**src/rtl/execute_mul_unit_if.sv**
```systemverilog
// Shared packet types and the issue/writeback/feedback bundle of the multiply execute unit.
// The package comes first so the interface and the unit can both import it.
package execute_mul_pkg;
  localparam int PHY_REG_ID_WIDTH    = 6;
  localparam int ROB_ID_WIDTH        = 5;
  localparam int CHECKPOINT_ID_WIDTH = 3;

  typedef enum logic [1:0] {
    MUL_MUL    = 2'd0,
    MUL_MULH   = 2'd1,
    MUL_MULHSU = 2'd2,
    MUL_MULHU  = 2'd3
  } mul_op_t;

  typedef struct packed {
    mul_op_t mul_op;
  } sub_op_t;

  typedef struct packed {
    logic                           enable;
    logic [31:0]                    value;
    logic                           valid;
    logic [ROB_ID_WIDTH-1:0]        rob_id;
    logic [31:0]                    pc;
    logic [31:0]                    imm;
    logic                           has_exception;
    logic [3:0]                     exception_id;
    logic [31:0]                    exception_value;
    logic                           predicted;
    logic                           predicted_jump;
    logic [31:0]                    predicted_next_pc;
    logic                           checkpoint_id_valid;
    logic [CHECKPOINT_ID_WIDTH-1:0] checkpoint_id;
    logic [4:0]                     rs1;
    logic [1:0]                     arg1_src;
    logic                           rs1_need_map;
    logic [PHY_REG_ID_WIDTH-1:0]    rs1_phy;
    logic [31:0]                    src1_value;
    logic                           src1_loaded;
    logic [4:0]                     rs2;
    logic [1:0]                     arg2_src;
    logic                           rs2_need_map;
    logic [PHY_REG_ID_WIDTH-1:0]    rs2_phy;
    logic [31:0]                    src2_value;
    logic                           src2_loaded;
    logic [4:0]                     rd;
    logic                           rd_enable;
    logic                           need_rename;
    logic [PHY_REG_ID_WIDTH-1:0]    rd_phy;
    logic [11:0]                    csr;
    logic [3:0]                     op;
    logic [2:0]                     op_unit;
    sub_op_t                        sub_op;
  } issue_execute_pack_t;

  typedef struct packed {
    logic                           enable;
    logic [31:0]                    value;
    logic                           valid;
    logic [ROB_ID_WIDTH-1:0]        rob_id;
    logic [31:0]                    pc;
    logic [31:0]                    imm;
    logic                           has_exception;
    logic [3:0]                     exception_id;
    logic [31:0]                    exception_value;
    logic                           predicted;
    logic                           predicted_jump;
    logic [31:0]                    predicted_next_pc;
    logic                           checkpoint_id_valid;
    logic [CHECKPOINT_ID_WIDTH-1:0] checkpoint_id;
    logic                           bru_jump;
    logic [31:0]                    bru_next_pc;
    logic [4:0]                     rs1;
    logic [1:0]                     arg1_src;
    logic                           rs1_need_map;
    logic [PHY_REG_ID_WIDTH-1:0]    rs1_phy;
    logic [31:0]                    src1_value;
    logic                           src1_loaded;
    logic [4:0]                     rs2;
    logic [1:0]                     arg2_src;
    logic                           rs2_need_map;
    logic [PHY_REG_ID_WIDTH-1:0]    rs2_phy;
    logic [31:0]                    src2_value;
    logic                           src2_loaded;
    logic [4:0]                     rd;
    logic                           rd_enable;
    logic                           need_rename;
    logic [PHY_REG_ID_WIDTH-1:0]    rd_phy;
    logic [31:0]                    rd_value;
    logic [11:0]                    csr;
    logic                           csr_newvalue_valid;
    logic [31:0]                    csr_newvalue;
    logic [3:0]                     op;
    logic [2:0]                     op_unit;
    sub_op_t                        sub_op;
  } execute_wb_pack_t;

  typedef struct packed {
    logic                        enable;
    logic [PHY_REG_ID_WIDTH-1:0] phy_id;
    logic [31:0]                 value;
  } execute_feedback_channel_t;

  typedef struct packed {
    logic enable;
    logic flush;
  } commit_feedback_pack_t;
endpackage

interface execute_mul_unit_if;
  import execute_mul_pkg::*;

  issue_execute_pack_t       issue_mul_fifo_data_out;
  logic                      issue_mul_fifo_data_out_valid;
  logic                      issue_mul_fifo_pop;
  execute_wb_pack_t          mul_wb_port_data_in;
  logic                      mul_wb_port_we;
  logic                      mul_wb_port_flush;
  execute_feedback_channel_t mul_execute_channel_feedback_pack;
  commit_feedback_pack_t     commit_feedback_pack;

  // master is the execute unit's view; slave is the surrounding core.
  modport master (
    input  issue_mul_fifo_data_out, issue_mul_fifo_data_out_valid, commit_feedback_pack,
    output issue_mul_fifo_pop, mul_wb_port_data_in, mul_wb_port_we, mul_wb_port_flush,
           mul_execute_channel_feedback_pack
  );

  modport slave (
    output issue_mul_fifo_data_out, issue_mul_fifo_data_out_valid, commit_feedback_pack,
    input  issue_mul_fifo_pop, mul_wb_port_data_in, mul_wb_port_we, mul_wb_port_flush,
           mul_execute_channel_feedback_pack
  );
endinterface

```
**src/rtl/execute_mul_unit.sv**
```systemverilog
// Single-cycle RV32M multiply execute unit: pops the issue FIFO head, writes back the
// product and broadcasts it on the feedback channel in the same cycle.
module execute_mul_unit
  import execute_mul_pkg::*;
(
  input  logic               clk,
  input  logic               rst,
  execute_mul_unit_if.master io
);
  localparam int DATA_W = 32;

  // 33x33 signed multiply; the sign bit of each operand is chosen by the op variant.
  function automatic logic [DATA_W-1:0] mul_result(input mul_op_t op,
                                                   input logic [DATA_W-1:0] a,
                                                   input logic [DATA_W-1:0] b);
    logic signed [DATA_W:0]     a_ext;
    logic signed [DATA_W:0]     b_ext;
    logic signed [2*DATA_W-1:0] prod;
    a_ext = {((op == MUL_MULH) || (op == MUL_MULHSU)) & a[DATA_W-1], a};
    b_ext = {(op == MUL_MULH) & b[DATA_W-1], b};
    prod  = (2*DATA_W)'(a_ext) * (2*DATA_W)'(b_ext);
    return (op == MUL_MUL) ? prod[DATA_W-1:0] : prod[2*DATA_W-1:DATA_W];
  endfunction

  logic                rst_q;
  logic                run;
  logic                flush;
  logic                go;
  logic                rd_ok;
  logic [DATA_W-1:0]   rd_value;
  issue_execute_pack_t in_pack;
  execute_wb_pack_t    wb;
  execute_feedback_channel_t fb;

  // Outputs stay quiet until reset has been seen released at a clock edge.
  always_ff @(posedge clk) begin
    rst_q <= rst;
  end

  assign in_pack  = io.issue_mul_fifo_data_out;
  assign run      = rst & rst_q;
  assign flush    = io.commit_feedback_pack.enable & io.commit_feedback_pack.flush;
  assign go       = run & io.issue_mul_fifo_data_out_valid & ~flush;
  assign rd_ok    = in_pack.enable & in_pack.valid & ~in_pack.has_exception;
  assign rd_value = rd_ok ? mul_result(in_pack.sub_op.mul_op, in_pack.src1_value,
                                       in_pack.src2_value) : '0;

  assign io.issue_mul_fifo_pop  = go;
  assign io.mul_wb_port_we      = go;
  assign io.mul_wb_port_flush   = run & flush;
  assign io.mul_wb_port_data_in = wb;
  assign io.mul_execute_channel_feedback_pack = fb;

  always_comb begin
    wb = '0;
    if (go) begin
      wb.enable              = in_pack.enable;
      wb.value               = in_pack.value;
      wb.valid               = in_pack.valid;
      wb.rob_id              = in_pack.rob_id;
      wb.pc                  = in_pack.pc;
      wb.imm                 = in_pack.imm;
      wb.has_exception       = in_pack.has_exception;
      wb.exception_id        = in_pack.exception_id;
      wb.exception_value     = in_pack.exception_value;
      wb.predicted           = in_pack.predicted;
      wb.predicted_jump      = in_pack.predicted_jump;
      wb.predicted_next_pc   = in_pack.predicted_next_pc;
      wb.checkpoint_id_valid = in_pack.checkpoint_id_valid;
      wb.checkpoint_id       = in_pack.checkpoint_id;
      wb.rs1                 = in_pack.rs1;
      wb.arg1_src            = in_pack.arg1_src;
      wb.rs1_need_map        = in_pack.rs1_need_map;
      wb.rs1_phy             = in_pack.rs1_phy;
      wb.src1_value          = in_pack.src1_value;
      wb.src1_loaded         = in_pack.src1_loaded;
      wb.rs2                 = in_pack.rs2;
      wb.arg2_src            = in_pack.arg2_src;
      wb.rs2_need_map        = in_pack.rs2_need_map;
      wb.rs2_phy             = in_pack.rs2_phy;
      wb.src2_value          = in_pack.src2_value;
      wb.src2_loaded         = in_pack.src2_loaded;
      wb.rd                  = in_pack.rd;
      wb.rd_enable           = in_pack.rd_enable;
      wb.need_rename         = in_pack.need_rename;
      wb.rd_phy              = in_pack.rd_phy;
      wb.rd_value            = rd_value;
      wb.csr                 = in_pack.csr;
      wb.op                  = in_pack.op;
      wb.op_unit             = in_pack.op_unit;
      wb.sub_op              = in_pack.sub_op;
    end
  end

  // Only renamed destinations of clean, valid instructions wake up dependents.
  always_comb begin
    fb = '0;
    if (go & rd_ok & in_pack.rd_enable & in_pack.need_rename) begin
      fb.enable = 1'b1;
      fb.phy_id = in_pack.rd_phy;
      fb.value  = rd_value;
    end
  end
endmodule

```
**src/flat_wrapper.sv**
```systemverilog
// flat-port wrapper written by rule: the top's interface ports become plain ports
module execute_mul_unit_flat import execute_mul_pkg::*;
  (clk, rst, io_issue_mul_fifo_data_out, io_issue_mul_fifo_data_out_valid, io_commit_feedback_pack, io_issue_mul_fifo_pop, io_mul_wb_port_data_in, io_mul_wb_port_we, io_mul_wb_port_flush, io_mul_execute_channel_feedback_pack);
  execute_mul_unit_if io_i ();
  input  logic clk;
  input  logic rst;
  input wire logic [$bits(io_i.issue_mul_fifo_data_out)-1:0] io_issue_mul_fifo_data_out;
  input wire logic [$bits(io_i.issue_mul_fifo_data_out_valid)-1:0] io_issue_mul_fifo_data_out_valid;
  input wire logic [$bits(io_i.commit_feedback_pack)-1:0] io_commit_feedback_pack;
  output wire logic [$bits(io_i.issue_mul_fifo_pop)-1:0] io_issue_mul_fifo_pop;
  output wire logic [$bits(io_i.mul_wb_port_data_in)-1:0] io_mul_wb_port_data_in;
  output wire logic [$bits(io_i.mul_wb_port_we)-1:0] io_mul_wb_port_we;
  output wire logic [$bits(io_i.mul_wb_port_flush)-1:0] io_mul_wb_port_flush;
  output wire logic [$bits(io_i.mul_execute_channel_feedback_pack)-1:0] io_mul_execute_channel_feedback_pack;
  assign io_i.issue_mul_fifo_data_out = io_issue_mul_fifo_data_out;
  assign io_i.issue_mul_fifo_data_out_valid = io_issue_mul_fifo_data_out_valid;
  assign io_i.commit_feedback_pack = io_commit_feedback_pack;
  assign io_issue_mul_fifo_pop = io_i.issue_mul_fifo_pop;
  assign io_mul_wb_port_data_in = io_i.mul_wb_port_data_in;
  assign io_mul_wb_port_we = io_i.mul_wb_port_we;
  assign io_mul_wb_port_flush = io_i.mul_wb_port_flush;
  assign io_mul_execute_channel_feedback_pack = io_i.mul_execute_channel_feedback_pack;
  execute_mul_unit u_core (.clk(clk), .rst(rst), .io(io_i));
endmodule
```
**config.mk**
```make
export PLATFORM = sky130hd
export DESIGN_NAME = execute_mul_unit_flat
export DESIGN_NICKNAME = d
export VERILOG_FILES = /design/src/rtl/execute_mul_unit_if.sv /design/src/rtl/execute_mul_unit.sv /design/src/flat_wrapper.sv
export SDC_FILE = /design/constraint.sdc
export NUM_CORES = 2
export LEC_CHECK = 0
export ABC_AREA = 1
export BUFFER_PORTS_ARGS = -buffer_cell sky130_fd_sc_hd__buf_4
export CORE_ASPECT_RATIO = 0.8
export CORE_MARGIN = 3
export CORE_UTILIZATION = 50
export DETAILED_ROUTE_END_ITERATION = 8
export PLACE_DENSITY = 0.75
export SYNTH_ARGS = -nofsm -noshare
export SYNTH_HDL_FRONTEND = slang
export SYNTH_SLANG_ARGS = --single-unit
```
**constraint.sdc**
```tcl
create_clock -name clk -period 9.9 [get_ports clk]
set_clock_uncertainty 0.15 [all_clocks]
set_input_delay 1.485 -clock clk [delete_from_list [all_inputs] [get_ports clk]]
set_output_delay 1.485 -clock clk [all_outputs]
set_load 0.01 [all_outputs]
```
==> flow_metrics.py <==
metrics = {
    "sta": {
        "finalCritPeriodShare_pct": 106.3,
        "max_clock_freq_ghz": 0.09502,
        "setup_viol": 64,
        "slew_headroom_pct": 29.72,
        "finalMaxSlewViolations": 0,
        "finalWorstSetupSlack_ns": -0.6239,
        "hold_viol": 0,
        "period_needed_ns": 10.52,
        "fin_tns_setup_ns": -29.37,
        "worst_pin_slew_ns": 1.050,
        "rsz0062_at_grt": "yes",
    },
    "logic_synthesis": {
        "synth_cell_type_count": 40,
        "yosysMostFrequentCell": "inv_1",
        "ys_warn_count": 0,
        "synth_commonest_cells": "inv_1, nand2_1, fa_1, nor2_1, clkbuf_1",
        "postSynthAreaPerCell_um2": 7.340,
        "ys_seq_elements": 1,
        "syn_inst": 5942,
        "seq_area_frac_synth_pct": 0.04590,
        "yosysTopAreaCell": "fa_1",
        "synth_edf_count": 0,
        "synthTopCellsByArea": "fa_1, inv_1, nand2_1",
        "async_flop_share_pct": 0,
        "synth_top_area_share_pct": 51.64,
        "synthFlopType": "dfxtp_1",
        "synth_area_um2": 43620,
    },
    "setup_path": {
        "crit_top_cell": "fa_1",
        "end_kind": "output port",
        "critical_path.max_stage_delay_ns": 0.60,
        "arrival_ns": 8.89,
        "path_max_fanout": 4,
        "path_class": "in2out",
        "start_kind": "input port",
        "critical-path-slowest-cell": "fa_2",
        "cp.required_ns": 8.27,
    },
    "detailed_routing": {
        "drt_iter0_markers": 3605,
        "ant_nets": 0,
        "drt_wl_total_um": 190500,
        "drc": 0,
        "vias": 42390,
        "drt-vias-per-instance": 5.197,
        "dr.pass1.iters": 8,
        "wire_per_inst_um": 23.35,
    },
    "global_route": {
        "grt_pass1_wl_um": 277400,
        "grt_pass1_vias": 43980,
        "grt_max_degree": 96,
        "antenna_found_initial": 17,
        "grtUsageTotal_pct": 41.81,
        "grt_remaining_overflow": 0,
    },
    "layout": {
        "nFillCells": 7171,
        "largest_reg_flops": 1,
        "top_regs": "u_core.rst_q (1)",
        "area_growth_pct": 33.79,
        "drive_above_1_share_pct": 28.67,
        "final_nets": 8674,
        "largest_register": "u_core.rst_q",
        "fin_cells": 8156,
    },
    "floorplanning": {
        "start_util_pct": 50.65,
        "design.die.area_um2": 90840,
        "rows": 96,
        "die_y_um": 270.2,
        "die_w_um": 336.2,
        "io_pins": 757,
        "floorplan.core_area_um2": 86120,
    },
    "placed_design": {
        "numPortBuffers": 690,
        "gp_congestion": 1.052,
        "place_inst": 8077,
        "dpl.hpwl_um": 168900,
    },
    "run_status": {
        "failed_checks": "setup timing",
        "status": "complete, but fails checks",
    },
    "cts": {
        "hold_buffers": 0,
        "clk_pin_slew_ns": 0,
    },
    "hold_path": {
        "holdCritPathClass": "in2reg",
    },
    "job": {
        "maxCapViolations": 0,
    },
}
==> worst max-delay path, delay by kind of cell <==
family          cells  cell delay, ns
buf+inv            17            1.52
fa+ha+maj          10            4.83
compound gates      2            0.13
simple gates       10            0.91
==> timing repair <==
action / in CTS / in global routing
gates cloned: 1 / 4
setup buffers: 37 / 41
endpoints found under the setup margin: 64 / 64
pin swaps: 148 / 134
resized for setup: 603 / 371
==> final cells by class <==
| cell class | instances | area [um^2] | share of cell area [%] |
|---|---|---|---|
| diodes | 7 | 17.52 | 0.03002 |
| inverters | 1920 | 7263 | 12.45 |
| multi-input cells | 3710 | 37920 | 64.97 |
| flip-flops and latches | 1 | 20.02 | 0.03431 |
| well taps | 1127 | 1410 | 2.416 |
| repair buffers | 1391 | 11730 | 20.10 |
==> stage by stage <==
step | util, % | hold WS, ns | instance area [um^2] | worst slack (ns)
after floorplan | - | 1.363 | 43920 | -0.002155
after detailed placement | 62.72 | 1.467 | 54010 | -1.194
after global routing | 67.74 | 1.468 | 58340 | -0.8285
after CTS | 65.72 | 1.467 | 56600 | -0.5817
after global placement | 62.72 | 1.468 | 54010 | -1.156
final | 67.76 | 1.462 | 58350 | -0.6239
==> layout by cell type (no fill, tap or decap), types with 39 or more instances in the layout <==
cell        n
ha_1      174
a21oi_1    50
nor2_4     97
inv_2      81
buf_12     47
ha_4       39
nand2_4    41
nand2_2    83
nor2_1    422
inv_1    1818
nand2_1  1205
nand3_2    49
nand3_1    55
nor2_2     54
buf_6     138
conb_1     66
buf_4    1189
fa_1     1097
==> layer usage <==
layer | part of all wire (%) | global-route usage, % | vias up
met5 | 0.020 | 0 | -
met4 | 9.3 | 29.84 | 8
met3 | 12 | 12.14 | 486
met2 | 42 | 60.32 | 2450
met1 | 37 | 53.88 | 21120
li1 | - | - | 18320
==> logic make-up after synthesis <==
logic type / Yosys count / synth area share (%)
buffers and inverters: 2296 / 20.36
and+or+nand+nor: 2071 / 18.80
adders and majority gates: 1339 / 57.77
AOI/OAI and AO/OA: 218 / 2.694
xor gates and xnor gates: 16 / 0.3213
DFF: 1 / 0.04590
other: 1 / 0.008598
==> final timing paths <==
| kind | cells after the start | end | slack (ns) | start |
|---|---|---|---|---|
| worst max-delay path | 39 | io_mul_execute_channel_feedback_pack[15] | -0.62 | io_issue_mul_fifo_data_out[0] |
| worst min-delay path | 1 | u_core.rst_q$_DFF_P_ | 1.46 | rst |
Power is not shown: default switching activity piles up to over one toggle a cycle in this logic, so the estimate is an artifact.
